$ cat config.mk
export PLATFORM = sky130hd
export DESIGN_NAME = approx_err_monitor
export DESIGN_NICKNAME = d
export VERILOG_FILES = /design/src/rtl/approx_err_monitor.sv
export SDC_FILE = /design/constraint.sdc
export NUM_CORES = 1
export LEC_CHECK = 0
export BUFFER_PORTS_ARGS = -buffer_cell sky130_fd_sc_hd__buf_2
export CORE_MARGIN = 5
export CORE_UTILIZATION = 57
export CTS_CLUSTER_DIAMETER = 40
export DETAILED_ROUTE_END_ITERATION = 8
export PLACE_DENSITY = 0.8
export SLEW_MARGIN = 20
export SYNTH_ARGS = -nofsm -noshare
export SYNTH_HDL_FRONTEND = slang
export SYNTH_SLANG_ARGS = --single-unit
export TNS_END_PERCENT = 50
$ cat constraint.sdc
create_clock -name clk -period 4.7 [get_ports clk]
set_clock_uncertainty 0.05 [all_clocks]
set_input_delay 0.235 -clock clk [delete_from_list [all_inputs] [get_ports clk]]
set_output_delay 0.235 -clock clk [all_outputs]
set_load 0.01 [all_outputs]
$ cat src/rtl/approx_err_monitor.sv
// Response-side checker for an 8-bit approximate adder: per-sample exact sum and error
// distance, windowed error statistics, and a held report handed out via valid/ready.
module approx_err_monitor #(
    parameter int WINDOW = 256,
    parameter int CNT_W  = 16,
    parameter int SUM_W  = 24
) (
    input  logic             clk,
    input  logic             rst,
    input  logic             in_valid,
    output logic             in_ready,
    input  logic [7:0]       a,
    input  logic [7:0]       b,
    input  logic [8:0]       approx_sum,
    output logic             rpt_valid,
    input  logic             rpt_ready,
    output logic [CNT_W-1:0] rpt_err_cnt,
    output logic [CNT_W-1:0] rpt_cout_err_cnt,
    output logic [SUM_W-1:0] rpt_ed_sum,
    output logic [8:0]       rpt_ed_max,
    output logic             busy
);
    typedef enum logic {ST_ACCUM = 1'b0, ST_REPORT = 1'b1} state_t;

    localparam logic [CNT_W-1:0] WIN_CNT  = CNT_W'(WINDOW);
    localparam logic [CNT_W-1:0] WIN_LAST = CNT_W'(WINDOW - 1);
    // One spare bit above the wider of the accumulator and ED so the add can't wrap
    localparam int               EXT_W    = ((SUM_W > 9) ? SUM_W : 9) + 1;
    localparam logic [EXT_W-1:0] SUM_MAX  = (EXT_W'(1) << SUM_W) - EXT_W'(1);

    state_t           r_state;
    state_t           w_state_next;
    logic [CNT_W-1:0] r_acc_cnt;
    logic [CNT_W-1:0] r_upd_cnt;
    logic [CNT_W-1:0] r_err_cnt;
    logic [CNT_W-1:0] r_cout_err_cnt;
    logic [SUM_W-1:0] r_ed_sum;
    logic [SUM_W-1:0] w_ed_sum_next;
    logic [8:0]       r_ed_max;
    logic             r_s1_valid;
    logic [8:0]       r_s1_ed;
    logic             r_s1_cout_mis;
    logic [8:0]       w_exact;
    logic [8:0]       w_ed;
    logic             w_cout_mis;
    logic             w_accept;
    logic             w_last_upd;
    logic             w_rpt_take;
    logic [EXT_W-1:0] w_sum_ext;

    assign in_ready   = (r_state == ST_ACCUM) && (r_acc_cnt < WIN_CNT) && !rst;
    assign w_accept   = in_valid && in_ready;
    assign w_last_upd = r_s1_valid && (r_upd_cnt == WIN_LAST);
    assign w_rpt_take = (r_state == ST_REPORT) && rpt_ready;

    always_comb begin
        w_exact    = {1'b0, a} + {1'b0, b};
        w_ed       = (w_exact >= approx_sum) ? (w_exact - approx_sum) : (approx_sum - w_exact);
        w_cout_mis = w_exact[8] ^ approx_sum[8];
    end

    always_comb begin
        w_sum_ext     = EXT_W'(r_ed_sum) + EXT_W'(r_s1_ed);
        w_ed_sum_next = (w_sum_ext > SUM_MAX) ? SUM_MAX[SUM_W-1:0] : w_sum_ext[SUM_W-1:0];
    end

    always_ff @(posedge clk) begin
        if (rst) begin
            r_state <= ST_ACCUM;
        end else begin
            r_state <= w_state_next;
        end
    end

    always_comb begin
        w_state_next = r_state;
        case (r_state)
            ST_ACCUM:  if (w_last_upd) w_state_next = ST_REPORT;
            ST_REPORT: if (rpt_ready)  w_state_next = ST_ACCUM;
        endcase
    end

    // Stage S1: exact sum, error distance and carry-out mismatch per accepted sample
    always_ff @(posedge clk) begin
        if (rst) begin
            r_s1_valid    <= 1'b0;
            r_s1_ed       <= '0;
            r_s1_cout_mis <= 1'b0;
        end else begin
            r_s1_valid    <= w_accept;
            r_s1_ed       <= w_ed;
            r_s1_cout_mis <= w_cout_mis;
        end
    end

    // Stage S2: window accumulators, which double as the report registers
    always_ff @(posedge clk) begin
        if (rst || w_rpt_take) begin
            r_acc_cnt      <= '0;
            r_upd_cnt      <= '0;
            r_err_cnt      <= '0;
            r_cout_err_cnt <= '0;
            r_ed_sum       <= '0;
            r_ed_max       <= '0;
        end else begin
            if (w_accept) begin
                r_acc_cnt <= r_acc_cnt + CNT_W'(1);
            end
            if (r_s1_valid) begin
                r_upd_cnt      <= r_upd_cnt + CNT_W'(1);
                r_err_cnt      <= r_err_cnt + CNT_W'(r_s1_ed != '0);
                r_cout_err_cnt <= r_cout_err_cnt + CNT_W'(r_s1_cout_mis);
                r_ed_sum       <= w_ed_sum_next;
                if (r_s1_ed > r_ed_max) begin
                    r_ed_max <= r_s1_ed;
                end
            end
        end
    end

    assign rpt_valid        = (r_state == ST_REPORT);
    assign rpt_err_cnt      = r_err_cnt;
    assign rpt_cout_err_cnt = r_cout_err_cnt;
    assign rpt_ed_sum       = r_ed_sum;
    assign rpt_ed_max       = r_ed_max;
    assign busy             = (r_acc_cnt != '0) || r_s1_valid || (r_state == ST_REPORT);

endmodule

==> results.json, run 1 <==
{
  "yosysWarnings": 0,
  "vias": 5133,
  "path_cells": "buf_2 > ha_1 > inv_1 > fa_1 > inv_1 > a21oi_1 > o21bai_1 > a21oi_1 > o21bai_1 > xor2_1 > ha_1 > nand4_2 > a21oi_2 > nor2_1 > o21ai_4 > nor2b_1 > o22ai_2 > a311oi_2 > mux2_1",
  "drc": 0,
  "slew_headroom": 0.4880,
  "r2r_setup_slack_ps": 1780,
  "clock.fmax_mhz": 265.9,
  "start_kind": "input pin",
  "fp.dieH_um": 113.2,
  "r2r-end": "rpt_ed_sum[22]",
  "post-route-min-period_ps": 3761,
  "wire_per_inst_um": 14.52,
  "worst_slew_pin_slew_ps": 768.0,
  "io_pins": 97,
  "antenna_found_initial": 0,
  "fin_hold_ws_ps": 147.1,
  "rr_startpoint": "r_s1_ed[0]",
  "cts-root-buf": "clkbuf_8",
  "hp-class": "in2reg",
  "die_area_um2": 12800,
  "clk_latency_ps": 360,
  "place.gp.congestion": 0.8981,
  "finalCritPeriodShare": 0.8003,
  "cts.htree.levels": 3,
  "critPathRequiredTime_ps": 4900,
  "power_mw": 2.302,
  "hold_depth": 2,
  "synth.avg_cell_area_um2": 8.751,
  "r2r_cells": 11,
  "cts_sinks": 109,
  "cpPeakStageDelay_ps": 450,
  "whs_endpoint": "r_s1_valid",
  "p_leak_nw": 3.110,
  "via_per_inst": 5.598,
  "final.setup.tns_ps": 0,
  "n_antenna_cell": 0,
  "p_sw_uw": 765.2,
  "final_common_cell": "dfxtp_1",
  "synthesis.area_um2": 6065,
  "finalHoldViolCount": 0,
  "place_area_um2": 6616,
  "hold_buffers": 0,
  "post_cts_resize_count": 0,
  "drt_iter0_markers": 413,
  "ant_nets": 0,
  "core-area_um2": 10370,
  "cp_max_fo": 14,
  "synth_cell_types": 62,
  "seq_area_frac_synth": 0.3598,
  "intPower_mw": 1.537,
  "syn_inst": 693,
  "outcome": "completed",
  "fin_area_um2": 6843,
  "ir_worst_vdd_mv": 0.2088,
  "arrival_ps": 3960,
  "end_kind": "register",
  "min-delay-start": "in_valid",
  "post_cts_buffers": 0,
  "layout.cells.non_filler": 917,
  "final_cell_mix": "dfxtp_1, buf_2, nor2_1",
  "grt_start_max_net_pins": 44,
  "p_per_area_nw_per_um2": 336.5,
  "start_util": 0.5848,
  "syn2layout_area_growth_pct": 12.83,
  "place_inst": 901,
  "gr-usage-all-layers": 0.2038,
  "grt_pass1_wl_um": 22120,
  "sw_frac_of_total": 0.3324,
  "slowest_stage": "ha_1",
  "tritoncts": "done",
  "overflow": 0,
  "syn_nets": 776,
  "clk_pin_slew_ps": 90,
  "layout-drive-gt1-share": 0.1741,
  "p_comb_frac": 0.292,
  "clock_power_share": 0.261,
  "port_buffers": 96,
  "drt_pass1_iterations": 5,
  "cts_made_buffers": 9,
  "synthArstFlopShare": 0,
  "ys_seq_elements": 109,
  "post-dp-hpwl_um": 10070,
  "setup.worst_path.class": "in2reg",
  "drt-total-wl_um": 13310,
  "synth-edff-count": 0,
  "fin_nets": 859,
  "setup_viol_count_final": 0,
  "grt_pass1_vias": 4927,
  "drv_slew": 0,
  "placementRows": 37,
  "drv_cap": 0,
  "pwr-share-seq": 0.446,
  "rsz0062_at_grt": "false",
  "fp.dieW_um": 113.2,
  "clockBufferDepth": 2,
  "ys.flop_type": "dfxtp_1"
}
==> metal layers <==
layer,track usage,part of all wire,vias up
met3,0.02460,0.050,20
met2,0.3479,0.48,131
met4,0.08013,0.022,0
met5,0,0,-
met1,0.2624,0.45,2408
li1,-,-,2574
==> flip-flops by register name, indices dropped and copies added, names as in the netlist <==
signal,flops
r_acc_cnt,16
rpt_cout_err_cnt,16
rpt_err_cnt,16
r_s1_valid,1
r_s1_cout_mis,1
rpt_ed_max,9
rpt_ed_sum,24
rpt_valid,1
r_s1_ed,9
r_upd_cnt,16
==> per-stage QoR <==
step | util | worst slack [ps]
5_1_grt | 0.6599 | 575.1
4_1_cts | 0.6591 | 970.1
3_5_place_dp | 0.6380 | 583.0
2_1_floorplan | - | 1115
3_3_place_gp | 0.6380 | 706.2
6_report | 0.6599 | 938.6
==> worst max path at each step <==
stage / start / end / slack [ps]
2_1_floorplan: a[0] / r_s1_ed[8] / 1110
3_3_place_gp: a[0] / r_s1_ed[8] / 710
3_5_place_dp: a[0] / r_s1_ed[8] / 580
4_1_cts: a[0] / r_s1_ed[8] / 970
5_1_grt: b[0] / r_s1_ed[8] / 580
6_report: a[0] / r_s1_ed[8] / 940
==> power groups by stage <==
stage                     Sequential, mW  Clock, mW  Combinational [mW]
after floorplan                     1.03          0               0.529
after global placement              1.05          0               0.645
after detailed placement            1.05          0               0.668
after CTS                           1.03      0.621               0.671
after global routing                1.03      0.652               0.755
final                               1.03      0.602               0.672
==> cell type report <==
class / instances / area [um^2]
clock inverter: 6 / 81.33
inverter: 50 / 187.7
tap: 136 / 170.2
clock buffer: 10 / 137.6
timing repair buffer: 98 / 495.5
fill: 863 / 3527
sequential: 109 / 2182
multi-input combinational: 508 / 3588
==> cells by family after synthesis <==
group / Yosys count / share of synthesized area
multiplexers: 26 / 0.04353
XOR/XNOR: 60 / 0.08665
adder cells (fa/ha/maj): 54 / 0.1164
buffers and inverters: 76 / 0.04993
AND/OR/NAND/NOR: 236 / 0.1939
AO/OA/AOI/OAI: 132 / 0.1498
flip-flops: 109 / 0.3598
==> cell usage after synthesis, types with 8 or more instances <==
| cell | number | area share |
|---|---|---|
| ha_1 | 50 | 0.10 |
| or3_1 | 10 | 0.010 |
| dfxtp_1 | 109 | 0.36 |
| a21o_1 | 11 | 0.014 |
| nand3_1 | 19 | 0.016 |
| nor3_1 | 10 | 0.0083 |
| xor2_1 | 40 | 0.058 |
| nand4_1 | 19 | 0.020 |
| nand2_1 | 37 | 0.023 |
| xnor2_1 | 20 | 0.029 |
| a21oi_1 | 39 | 0.032 |
| and2_1 | 10 | 0.010 |
| nor2_1 | 92 | 0.057 |
| a31oi_1 | 11 | 0.011 |
| o21ai_0 | 18 | 0.015 |
| and3_1 | 12 | 0.012 |
| o21bai_1 | 8 | 0.0099 |
| inv_1 | 50 | 0.031 |
| clkbuf_1 | 18 | 0.011 |
| mux2i_1 | 23 | 0.038 |
==> critical path: cells and delay by family <==
kind / cells / cell delay [ps]
XOR/XNOR: 1 / 120
AND/OR/NAND/NOR: 3 / 510
multiplexers: 1 / 340
buffers and inverters: 3 / 200
adder cells (fa/ha/maj): 3 / 1000
AO/OA/AOI/OAI: 8 / 1550
Power figures use the tool's default switching activity.
==> run 2: changes to the inputs <==
- CORE_UTILIZATION: 57 -> 52
- PLACE_DENSITY: 0.8 -> 0.77
- clock period: 4.7 -> 3.45 ns (I/O delays scaled with it)
==> results.json, run 2 (synthesized netlist as in run 1, its figures left out) <==
{
  "fin_area_um2": 7162,
  "fp.dieW_um": 118.0,
  "seqCellArea_um2": 2182,
  "place.gp.congestion": 0.9208,
  "drt_pass1_iterations": 4,
  "path_cells": "buf_6 > ha_4 > inv_2 > fa_2 > inv_1 > a21oi_1 > o21bai_1 > a21oi_2 > o21bai_1 > xor2_1 > ha_2 > nand4_4 > o21bai_2 > a21oi_2 > o21ai_4 > o311a_1 > a311oi_2 > mux2_1",
  "critPathRequiredTime_ps": 3630,
  "layout.cells.non_filler": 946,
  "slew_headroom": 0.3391,
  "core-area_um2": 11420,
  "multi_input_area_um2": 3661,
  "tritoncts": "done",
  "start_util": 0.5311,
  "drv_slew": 0,
  "finalCritPeriodShare": 0.9799,
  "fin_nets": 881,
  "largest_reg_flops": 24,
  "clockBufferDepth": 2,
  "ir_worst_vdd_mv": 0.3086,
  "outcome": "completed",
  "arrival_ps": 3560,
  "clk_pin_slew_ps": 70,
  "cp_max_fo": 7,
  "hold_buffers": 0,
  "grt_start_max_net_pins": 53,
  "ant_nets": 0,
  "final_cell_mix": "dfxtp_1, buf_2, nor2_1",
  "drc": 0,
  "crit_family": "compound AO/OA/AOI/OAI gates",
  "fp.dieH_um": 118.0,
  "clk_latency_ps": 340,
  "cpPeakStageDelay_ps": 370,
  "n_fill_cell": 978,
  "drt_iter0_markers": 357,
  "cts-root-buf": "clkbuf_16",
  "via_per_inst": 5.561,
  "grt_pass1_wl_um": 23160,
  "die_area_um2": 13920,
  "p_per_area_nw_per_um2": 474.3,
  "post-route-min-period_ps": 3381,
  "port_buffers": 96,
  "setup_viol_count_final": 0,
  "finalHoldViolCount": 0,
  "n_antenna_cell": 0,
  "vias": 5261,
  "fin_hold_ws_ps": 112.4,
  "placementRows": 39,
  "cts_made_buffers": 9,
  "place_area_um2": 6770,
  "overflow": 0,
  "end_kind": "register",
  "post-dp-hpwl_um": 10450,
  "drv_cap": 0,
  "layout-drive-gt1-share": 0.2067,
  "worstPathBufferInverterCount": 3,
  "io_pins": 97,
  "cts.htree.levels": 3,
  "setup.worst_path.class": "in2reg",
  "clock.fmax_mhz": 295.8,
  "gr-usage-all-layers": 0.1922,
  "wire_per_inst_um": 14.56,
  "slowest_stage": "ha_2",
  "antenna_found_initial": 0,
  "cts_sinks": 109,
  "final_common_cell": "dfxtp_1",
  "syn2layout_area_growth_pct": 18.09,
  "start_kind": "input pin",
  "drt-total-wl_um": 13780,
  "hp-class": "in2reg",
  "place_inst": 927,
  "grt_pass1_vias": 5026,
  "worst_slew_pin_slew_ps": 991.4,
  "p_leak_nw": 3.266
}
## run 2: changes by cell type in the layout (fill, tap and decap cells not counted), sizes merged
cell      before  now
clkinv         1    3
buf           98  120
bufinv         1    0
clkinvlp       2    1
## run 2: final cells by class
type                       count  area share
multi-input combinational    508      0.5112
sequential                   109      0.3047
timing repair buffer         120     0.09451
clock buffer                  10     0.03197
inverter                      50     0.02621
tap                          143     0.02498
clock inverter                 6    0.006464
## run 2: path summary, 6_finish.rpt
check                      from        endpoint  slack, ps  cells after the start
setup / recovery           b[0]      r_s1_ed[8]         70                     18
hold / removal         in_valid      r_s1_valid        110                      2
setup reg to reg     r_s1_ed[0]  rpt_ed_sum[22]        550                     11
hold reg to reg   r_acc_cnt[13]   r_acc_cnt[13]        410                      1
## run 2: metal layers
layer	track usage	vias to the layer above	part of all wire
li1	-	2621	-
met1	0.2476	2500	0.45
met2	0.3190	125	0.48
met3	0.04421	15	0.053
met4	0.06022	0	0.015
met5	0	-	0
## run 2: repair_timing
item                       CTS  global route
setup buffers                0             3
setup endpoints to repair    0             2
gates resized for setup      0            18
## run 2: metrics by stage
stage / power (mW) / worst slack, ps / utilization / setup TNS [ps]
after floorplan: 2.130 / 0.7030 / - / 0
final: 3.397 / 69.33 / 0.6272 / 0
after CTS: 3.365 / 4.420 / 0.6170 / 0
after detailed placement: 2.406 / -356.0 / 0.5929 / -968.2
after global routing: 3.585 / -91.92 / 0.6272 / -176.0
after global placement: 2.366 / -164.3 / 0.5929 / -303.0
## run 2: report_power, final
part / internal, mW / switching [mW] / total [mW]
Combinational: 0.475 / 0.558 / 1.03
Clock: 0.497 / 0.465 / 0.962
Sequential: 1.32 / 0.0799 / 1.40
## run 2: worst reg2reg max path: cells and delay by family (launching register included)
family	cells	cell delay (ps)
fa+ha+maj	2	600
compound gates	7	1540
flops	1	410
buf+inv	1	60
simple gates	1	130
